## src/rtl/vga_timing_monitor.sv

```systemverilog
// ---------------------------------------------------------------------------
// vga_timing_monitor
//
// Receive-side checker for a VGA-style pixel bus. It registers the incoming
// sync/blank/colour signals, recovers the coordinate of each active pixel,
// measures line and frame lengths, declares lock once enough consecutive
// frames match the nominal geometry, and grabs one probe pixel per frame.
//
// Ports
//   iVGA_CLK     pixel clock, all logic on its rising edge
//   iRST_n       asynchronous active-low reset
//   iHS, iVS     horizontal / vertical sync, active low
//   iBLANK_n     high during active pixels
//   iVGA_R/G/B   4-bit colour components
//   iProbeX/Y    coordinate of the pixel to capture (sampled live)
//   oActive      registered BLANK_n
//   oXPos/oYPos  coordinate of the pixel shown by oActive
//   oHTotal      clocks in the last completed line
//   oVTotal      lines in the last completed frame
//   oFrameDone   one-cycle pulse at each evaluated frame end
//   oTimingErr   pulse with oFrameDone when the frame did not match
//   oLocked      timing locked
//   oProbeRGB    last captured probe colour {R,G,B}
//   oProbeValid  pulse with oFrameDone when the probe was hit this frame
// ---------------------------------------------------------------------------
module vga_timing_monitor #(
    parameter int H_TOTAL     = 800,
    parameter int H_ACTIVE    = 640,
    parameter int V_TOTAL     = 525,
    parameter int V_ACTIVE    = 480,
    parameter int LOCK_FRAMES = 2
) (
    input  logic        iVGA_CLK,
    input  logic        iRST_n,
    input  logic        iHS,
    input  logic        iVS,
    input  logic        iBLANK_n,
    input  logic [3:0]  iVGA_R,
    input  logic [3:0]  iVGA_G,
    input  logic [3:0]  iVGA_B,
    input  logic [10:0] iProbeX,
    input  logic [9:0]  iProbeY,
    output logic        oActive,
    output logic [10:0] oXPos,
    output logic [9:0]  oYPos,
    output logic [11:0] oHTotal,
    output logic [9:0]  oVTotal,
    output logic        oFrameDone,
    output logic        oTimingErr,
    output logic        oLocked,
    output logic [11:0] oProbeRGB,
    output logic        oProbeValid
);

    localparam logic [11:0] H_TOTAL_W  = 12'(H_TOTAL);
    localparam logic [10:0] H_ACTIVE_W = 11'(H_ACTIVE);
    localparam logic [9:0]  V_TOTAL_W  = 10'(V_TOTAL);
    localparam logic [9:0]  V_ACTIVE_W = 10'(V_ACTIVE);
    localparam logic [7:0]  LOCK_W     = 8'(LOCK_FRAMES);
    // hcnt value on the last clock of the two-line silence window
    localparam logic [11:0] WD_LAST    = 12'(2 * H_TOTAL - 1);

    typedef enum logic {
        WAIT_VS,
        MEASURE
    } frame_state_t;

    frame_state_t state, state_next;

    logic        hs_q, hs_prev, vs_q, vs_prev, blank_q;
    logic [11:0] rgb_q;
    logic [11:0] hcnt;
    logic        h_seen;
    logic [10:0] x_cnt;
    logic [9:0]  y_cnt;
    logic [9:0]  line_cnt;
    logic        line_err;
    logic [7:0]  match_cnt;
    logic        hit;

    logic        hs_fall, vs_fall;
    logic [11:0] hcnt_inc;
    logic        line_active, line_bad, line_err_now;
    logic [9:0]  line_cnt_inc, y_cnt_inc;
    logic [9:0]  lines_closed, active_closed;
    logic        frame_bad, frame_eval, wd_expire;
    logic [7:0]  match_inc;
    logic        probe_hit;

    assign hs_fall = hs_prev & ~hs_q;
    assign vs_fall = vs_prev & ~vs_q;

    assign hcnt_inc     = (hcnt == 12'hFFF) ? hcnt : hcnt + 12'd1;
    assign line_cnt_inc = (line_cnt == 10'h3FF) ? line_cnt : line_cnt + 10'd1;
    assign y_cnt_inc    = (y_cnt == 10'h3FF) ? y_cnt : y_cnt + 10'd1;
    assign match_inc    = (match_cnt == 8'hFF) ? match_cnt : match_cnt + 8'd1;

    // Line closing at this HS fall: length and active-pixel count must match.
    // The very first HS fall after reset or loss has no reference, so it is
    // not judged.
    assign line_active  = (x_cnt != 11'd0);
    assign line_bad     = (hcnt_inc != H_TOTAL_W) || (line_active && (x_cnt != H_ACTIVE_W));
    assign line_err_now = hs_fall && h_seen && line_bad;

    // When HS and VS fall together the line is closed first, so the frame
    // totals below already include it.
    assign lines_closed  = hs_fall ? line_cnt_inc : line_cnt;
    assign active_closed = (hs_fall && line_active) ? y_cnt_inc : y_cnt;
    assign frame_bad     = (lines_closed != V_TOTAL_W) || (active_closed != V_ACTIVE_W)
                           || line_err || line_err_now;

    assign wd_expire = !hs_fall && (hcnt == WD_LAST);

    // Out-of-range probe coordinates are rejected explicitly because the
    // counters can run past the active area when the source misbehaves.
    assign probe_hit = blank_q && (x_cnt == iProbeX) && (y_cnt == iProbeY)
                       && (iProbeX < H_ACTIVE_W) && (iProbeY < V_ACTIVE_W);

    assign oActive = blank_q;
    assign oXPos   = x_cnt;
    assign oYPos   = y_cnt;

    // Frame tracker: a VS fall is only judged once a previous VS fall has
    // marked the frame start; the watchdog drops back to waiting.
    always_comb begin
        state_next = state;
        frame_eval = 1'b0;
        if (wd_expire) begin
            state_next = WAIT_VS;
        end else if (vs_fall) begin
            state_next = MEASURE;
            frame_eval = (state == MEASURE);
        end
    end

    // Input registers, counters, frame evaluation results and probe capture.
    always_ff @(posedge iVGA_CLK or negedge iRST_n) begin
        if (!iRST_n) begin
            state       <= WAIT_VS;
            hs_q        <= 1'b0;
            hs_prev     <= 1'b0;
            vs_q        <= 1'b0;
            vs_prev     <= 1'b0;
            blank_q     <= 1'b0;
            rgb_q       <= 12'd0;
            hcnt        <= 12'd0;
            h_seen      <= 1'b0;
            x_cnt       <= 11'd0;
            y_cnt       <= 10'd0;
            line_cnt    <= 10'd0;
            line_err    <= 1'b0;
            match_cnt   <= 8'd0;
            hit         <= 1'b0;
            oHTotal     <= 12'd0;
            oVTotal     <= 10'd0;
            oFrameDone  <= 1'b0;
            oTimingErr  <= 1'b0;
            oLocked     <= 1'b0;
            oProbeRGB   <= 12'd0;
            oProbeValid <= 1'b0;
        end else begin
            state   <= state_next;
            hs_q    <= iHS;
            hs_prev <= hs_q;
            vs_q    <= iVS;
            vs_prev <= vs_q;
            blank_q <= iBLANK_n;
            rgb_q   <= {iVGA_R, iVGA_G, iVGA_B};

            if (hs_fall) begin
                hcnt   <= 12'd0;
                x_cnt  <= 11'd0;
                h_seen <= 1'b1;
                if (h_seen) begin
                    oHTotal <= hcnt_inc;
                end
            end else begin
                hcnt <= hcnt_inc;
                if (blank_q && (x_cnt != 11'h7FF)) begin
                    x_cnt <= x_cnt + 11'd1;
                end
            end
            if (wd_expire) begin
                h_seen <= 1'b0;
            end

            if (vs_fall) begin
                line_cnt <= 10'd0;
                y_cnt    <= 10'd0;
                line_err <= 1'b0;
            end else if (hs_fall) begin
                line_cnt <= line_cnt_inc;
                if (line_active) begin
                    y_cnt <= y_cnt_inc;
                end
                if (line_err_now) begin
                    line_err <= 1'b1;
                end
            end

            oFrameDone  <= frame_eval;
            oTimingErr  <= frame_eval && frame_bad;
            oProbeValid <= frame_eval && hit;
            if (frame_eval) begin
                oVTotal <= lines_closed;
            end

            if (wd_expire) begin
                match_cnt <= 8'd0;
                oLocked   <= 1'b0;
            end else if (frame_eval) begin
                if (frame_bad) begin
                    match_cnt <= 8'd0;
                    oLocked   <= 1'b0;
                end else begin
                    match_cnt <= match_inc;
                    if (match_inc >= LOCK_W) begin
                        oLocked <= 1'b1;
                    end
                end
            end

            if (vs_fall) begin
                hit <= 1'b0;
            end else if (probe_hit) begin
                hit       <= 1'b1;
                oProbeRGB <= rgb_q;
            end
        end
    end

endmodule

```

## config.mk

```make
export PLATFORM = sky130hd
export DESIGN_NAME = vga_timing_monitor
export DESIGN_NICKNAME = d
export VERILOG_FILES = /design/src/rtl/vga_timing_monitor.sv
export SDC_FILE = /design/constraint.sdc
export NUM_CORES = 1
export LEC_CHECK = 0
export ABC_AREA = 1
export CAP_MARGIN = 15
export CORE_MARGIN = 1.5
export CORE_UTILIZATION = 50
export CTS_CLUSTER_SIZE = 10
export DETAILED_ROUTE_END_ITERATION = 8
export HOLD_SLACK_MARGIN = 0.06
export PLACE_DENSITY = 0.75
export SYNTH_ARGS = -nofsm -noshare
export SYNTH_HDL_FRONTEND = slang
export SYNTH_SLANG_ARGS = --single-unit
```

## constraint.sdc

```tcl
create_clock -name iVGA_CLK -period 2.8 [get_ports iVGA_CLK]
set_clock_uncertainty 0.15 [all_clocks]
set_input_delay 0.7 -clock iVGA_CLK [delete_from_list [all_inputs] [get_ports iVGA_CLK]]
set_output_delay 0.7 -clock iVGA_CLK [all_outputs]
set_load 0.02 [all_outputs]
```

# After elaboration in Yosys (flattened, before gate mapping)
# Index checks and enable logic that the tools add are counted.
dict set report word_totals {
  register_bits 110
  input_bits 38
  out_inout_bits 60
  word_cells 110
}
dict set report op_classes {
  add_sub_neg 5
  magnitude_cmp 3
  n_eq_ne 12
  mux 31
  bitwise 5
  n_reduce_logical 32
}
# operator count
set op_table {}
lappend op_table {{$mux W10} 8}
lappend op_table {{$mux W8} 4}
lappend op_table {{$mux W12} 2}
lappend op_table {{$mux W11} 2}
lappend op_table {{$add A10 B1 Y10 const B} 2}
lappend op_table {{$eq A10 B10 Y1 const B} 2}
lappend op_table {{$reduce_bool A2 Y1} 8}
lappend op_table {{$mux W1} 15}
lappend op_table {{$add A12 B1 Y12 const B} 1}
lappend op_table {{$eq A12 B11 Y1 const B} 1}
lappend op_table {{$eq A12 B12 Y1 const B} 1}
lappend op_table {{$logic_and A1 B1 Y1} 12}
lappend op_table {{$ne A12 B10 Y1 const B} 1}
lappend op_table {{$add A11 B1 Y11 const B} 1}
lappend op_table {{$eq A11 B11 Y1} 1}
lappend op_table {{$lt A11 B10 Y1 const B} 1}
lappend op_table {{$ne A11 B10 Y1 const B} 1}
lappend op_table {{$ne A11 B11 Y1 const B} 1}
lappend op_table {{$reduce_bool A11 Y1} 1}
lappend op_table {{$eq A10 B10 Y1} 1}
lappend op_table {{$lt A10 B9 Y1 const B} 1}
lappend op_table {{$ne A10 B10 Y1 const B} 1}
lappend op_table {{$ne A10 B9 Y1 const B} 1}
lappend op_table {{$reduce_and A2 Y1} 5}
lappend op_table {{other kinds (8)} 14}

# Depth between registers and ports, before layout
dict set report logic_depth {
  depth_word 11
  depth_mapped 15
  depth_no_buf 15
}

# Worst setup path after synthesis
# OpenSTA, ideal clock, no wires.
dict set report synth_path {
  path_kind {reg-to-reg}
  from {register x_cnt[0] (netlist: oXPos[0])}
  to {register match_cnt[2]}
  setup_time_ps 77
  arrival_time_ps 1995
  required_ps 2573
  path_slack_ps 578
  stages_incl_launch_ff 14
  path_buffers 1
  period_less_slack_ps 2222
  cell_sequence {dfrtp_1 inv_1 ha_1 nand2_1 nor2_2 nand3_2 nand2_2 buf_6 nor2_1 a21oi_2 nand2_1 nor2_2 nand4_4 o21ai_2}
}
dict set report synth_via {
  elab_chain_len 10
}
# element line_no
set synth_rtl {}
lappend synth_rtl {{from (decl)} 74} ;# logic [10:0] x_cnt;
lappend synth_rtl {{from (signal assigned)} 180} ;# x_cnt <= x_cnt + 11'd1;
lappend synth_rtl {{$reduce_bool A11 Y1} 101} ;# assign line_active = (x_cnt != 11'd0);
lappend synth_rtl {{$logic_and A1 B1 Y1} 108} ;# assign active_closed = (hs_fall && line_active) ? y_cnt_inc : y_cnt;
lappend synth_rtl {{$mux W10} 108}
lappend synth_rtl {{$ne A10 B9 Y1} 109} ;# assign frame_bad = (lines_closed != V_TOTAL_W) || (active_closed != V_ACTIVE_W)
lappend synth_rtl {{$logic_or A1 B1 Y1} 109}
lappend synth_rtl {{$logic_or A1 B1 Y1} 110} ;# || line_err || line_err_now;
lappend synth_rtl {{$logic_or A1 B1 Y1 *} 110}
lappend synth_rtl {{$mux W8 *} 212} ;# if (frame_bad) begin
lappend synth_rtl {{$mux W8 *} 211} ;# end else if (frame_eval) begin
lappend synth_rtl {{$mux W8 *} 208} ;# if (wd_expire) begin
lappend synth_rtl {{to (signal assigned)} 216} ;# match_cnt <= match_inc;
lappend synth_rtl {{to (decl)} 78} ;# logic [7:0] match_cnt;
# Every way passes the cells marked *; elsewhere a longest branch is shown, timed or not. The select of a mux whose other input is x is not followed.
# A chain may end at the register's enable or synchronous reset.

# Worst setup path after layout
dict set report layout_path {
  from {register y_cnt[1] (netlist: oYPos[1])}
  to {register match_cnt[6]}
}
dict set report layout_via {
  elab_chain_len 10
}
# element line_no
set layout_rtl {}
lappend layout_rtl {{from (decl)} 75} ;# logic [9:0] y_cnt;
lappend layout_rtl {{from (signal assigned)} 194} ;# y_cnt <= y_cnt_inc;
lappend layout_rtl {{$add A10 B1 Y10 or $eq A10 B10 Y1 (tied branches)} 95} ;# assign y_cnt_inc = (y_cnt == 10'h3FF) ? y_cnt : y_cnt + 10'd1;
lappend layout_rtl {{$mux W10} 95}
lappend layout_rtl {{$mux W10 *} 108}
lappend layout_rtl {{$ne A10 B9 Y1 *} 109}
lappend layout_rtl {{$logic_or A1 B1 Y1 *} 109}
lappend layout_rtl {{$logic_or A1 B1 Y1 * (2 in a row)} 110}
lappend layout_rtl {{$mux W8 *} 212}
lappend layout_rtl {{$mux W8 *} 211}
lappend layout_rtl {{$mux W8 *} 208}
# Marked as above.

==> impl_metrics.csv <==
group,metric,value,unit
outcome,status,"finished clean",
final_layout,area_growth,24.6,%
routing,drt-initial-drc-count,375,
sta,rsz0062_at_grt,"false",
clocking,h-tree-depth,3,
sta,tns,0,ns
clocking,clkSinkCount,110,
synth,synthDistinctLibCells,38,
global_routing,grt.overflow.total,0,
routing,via_per_inst,5.19,
final_layout,nNetsFinal,893,
synth,syn_area,5840,um^2
sta,period_minus_slack,2.54,ns
clocking,clk_latency,0.35,ns
sta,slew_headroom,62.7,%
run,max-cap-violations,0,
routing,drt_pass1_iterations,5,
synth,ys_warn_count,0,
min_path,min_path_type,"input pin to async pin",
placed_design,place_area,6980,um^2
worst_setup_path,crit_arrival,2.65,ns
clocking,cts_hold_buffers,0,
synth,synth_top_area_share,47.2,%
die,design.core.area,11400,um^2
routing,num_vias,5179,
placed_design,gp_congestion,0.911,
clocking,numCtsBuffers,9,
worst_setup_path,startpoint_type,"flop",
final_layout,multi_input_area,2580,um^2
routing,drtAntennaViolNets,0,
power_and_ir_drop,cellLeakagePower,3.49,nW
synth,seq_area_frac_synth,47.2,%
sta,setup_viol,0,
sta,period_share,90.6,%
global_routing,grt_max_degree,42,
power_and_ir_drop,power.total,0.00381,W
final_layout,layout-drive-gt1-share,9.84,%
routing,routed_wl,13300,um
clocking,cts.path.max_buffers,2,
die,die_h,111,um
global_routing,grt_pass1_vias,5054,
die,die-area,12300,um^2
final_layout,fin_area,7270,um^2
worst_setup_path,criticalPathCategory,"flop to flop",
worst_setup_path,cp-startpoint,"oYPos[1]",
worst_setup_path,r2r-end,"match_cnt[6]",
die,num_io_pins,98,
worst_setup_path,cp_max_fo,8,
synth,synth_area_leaders,"dfrtp_1 (47%), nand2_1 (12%), inv_1 (6.4%)",
synth,synth_edf_count,0,
power_and_ir_drop,ir_worst_vdd,427,uV
placed_design,dp_hpwl,9790,um
sta,hold_viol,0,
final_layout,seq_area,2750,um^2
clocking,cts_root_buffer,"clkbuf_16",
sta,worstMarginPinSlew,0.559,ns
global_routing,gr-usage-all-layers,22.7,%
global_routing,grt_pass1_wl,23200,um
synth,syn_nets,792,
worst_setup_path,reg2regPathDepth,11,
power_and_ir_drop,powerDensity,524,nW/um^2
final_layout,num_antenna_cells,0,
sta,timing.hold.ws,0.0730,ns
clocking,cts_tree,"built",
sta,drv_slew,0,
global_routing,antenna_found_initial,0,
synth,avgSynthCellArea,7.80,um^2
worst_setup_path,r2r-start,"oYPos[1]",
die,rows,39,
routing,drc_errors,0,
worst_setup_path,ff2ff_setup_slack,0.26,ns
die,die_w,111,um
worst_setup_path,critPathCaptureType,"flop",
worst_setup_path,worstPathRequired,2.92,ns
routing,drt-wirelength-per-cell,13.3,um
synth,ys_ff_latch,110,
placed_design,io_buffers,97,
synth,synth_flop_cell,"dfrtp_1",
synth,synth_async_sr_flop_share,100,%
die,start_util,51.1,%
clocking,path_clk_slew,0.07,ns
sta,fmax,0.394,GHz
synth,synth_top_cell_by_area,"dfrtp_1",
synth,postSynthCellCount,748,
final_layout,fillers,1011,
cells in the mapped netlist (2+ instances only):
library cell,n
a21oi_1,32
a21oi_2,10
buf_1,2
buf_2,6
buf_4,3
buf_6,2
clkbuf_1,6
dfrtp_1,110
ha_1,6
inv_1,99
inv_2,8
nand2_1,186
nand2_2,4
nand2_4,3
nand3_1,50
nand3_2,3
nand3_4,2
nand3b_1,4
nand4_1,20
nor2_1,90
nor2_2,6
nor2_4,6
nor3_1,8
nor4_1,4
o21a_1,3
o21ai_0,36
o21ai_1,2
o21ai_2,2
or2_2,10
xnor2_1,7
xor2_1,11
metrics by stage:
stage	worst slack (ns)	util, %	std cells
final	0.265	63.7	997
after global routing	0.0724	63.7	997
after CTS	0.253	63.6	997
after detailed placement	0.157	61.1	981
after global placement	0.170	61.1	981
after floorplan	0.578	-	748
registers in the layout, indices dropped and copies added, names as in the netlist:
register / cells
oLocked: 1
oYPos: 10
oXPos: 11
vs_prev: 1
hcnt: 12
match_cnt: 8
oVTotal: 10
rgb_q: 12
h_seen: 1
hs_q: 1
oHTotal: 12
oTimingErr: 1
vs_q: 1
line_cnt: 10
hit: 1
hs_prev: 1
oProbeValid: 1
line_err: 1
state: 1
oProbeRGB: 12
oFrameDone: 1
oActive: 1
cell families (layout without fill, tap and decap cells):
logic type                 Yosys count  in the layout  synth area share (%)
AOI/OAI and AO/OA                   89             89                  8.72
xor gates and xnor gates            18             18                  2.70
adders and majority gates            6              6                  1.29
buffers and inverters              126            232                  8.68
DFF                                110            110                  47.2
muxes                                1              1                 0.171
and+or+nand+nor                    398            398                  31.3
layout make-up:
cell class,count,area share [%]
Inverter,107,5.52
Timing Repair Buffer,109,14.7
Clock buffer,10,3.29
Clock inverter,6,0.620
Multi-Input combinational cell,512,35.5
Tap cell,143,2.46
Sequential cell,110,37.9
power by group:
part           switching [W]  internal, W  leakage [nW]
registers           0.000115      0.00170          1.39
clock network       0.000573     0.000631         0.131
logic               0.000449     0.000337          1.97
total                0.00114      0.00267          3.49
cell usage in the layout, fill, tap and decap left out, types with 4 or more instances in the layout:
master,netlist,layout
nand4_1,20,20
o21ai_0,36,36
nor4_1,4,4
nand3_1,50,50
nor2_4,6,6
clkbuf_16,0,9
dfrtp_1,110,110
buf_4,3,12
ha_1,6,6
nand2_1,186,186
xnor2_1,7,7
nand3b_1,4,4
clkdlybuf4s50_1,0,96
nor2_1,90,90
nor3_1,8,8
xor2_1,11,11
nor2_2,6,6
a21oi_2,10,10
inv_1,99,99
inv_2,8,8
nand2_4,3,4
a21oi_1,32,32
or2_2,10,10
routing by layer:
| metal | part of all wire, % | vias up | global-route usage, % |
|---|---|---|---|
| met3 | 6.0 | 19 | 4.76 |
| li1 | - | 2567 | - |
| met4 | 1.4 | 0 | 6.16 |
| met1 | 46 | 2432 | 30.6 |
| met5 | 0 | - | 0 |
| met2 | 47 | 161 | 37.6 |
critical path: stages (launching register included):
cell	delay [ns]
dfrtp_1	0.49
ha_1	0.28
inv_1	0.09
nor2_4	0.17
nand3_4	0.13
inv_1	0.12
a21oi_1	0.05
a21oi_1	0.22
nand3_1	0.20
nor2_4	0.17
nand4_4	0.20
a21oi_2	0.17
timing repair:
| action | CTS | global route |
|---|---|---|
| setup buffers | 0 | 0 |
| resized for setup | 0 | 1 |
| hold endpoints to repair | 0 | 0 |
| endpoints found under the setup margin | 0 | 1 |
how the worst max path moves through the flow:
stage                     to  cells after the start
2_1_floorplan   match_cnt[2]                     13
3_3_place_gp    oProbeRGB[7]                      9
3_5_place_dp   oProbeRGB[10]                      9
4_1_cts         match_cnt[0]                     12
5_1_grt              oLocked                     12
6_report        match_cnt[6]                     11
Note: power is estimated with default switching activity, not from simulation.
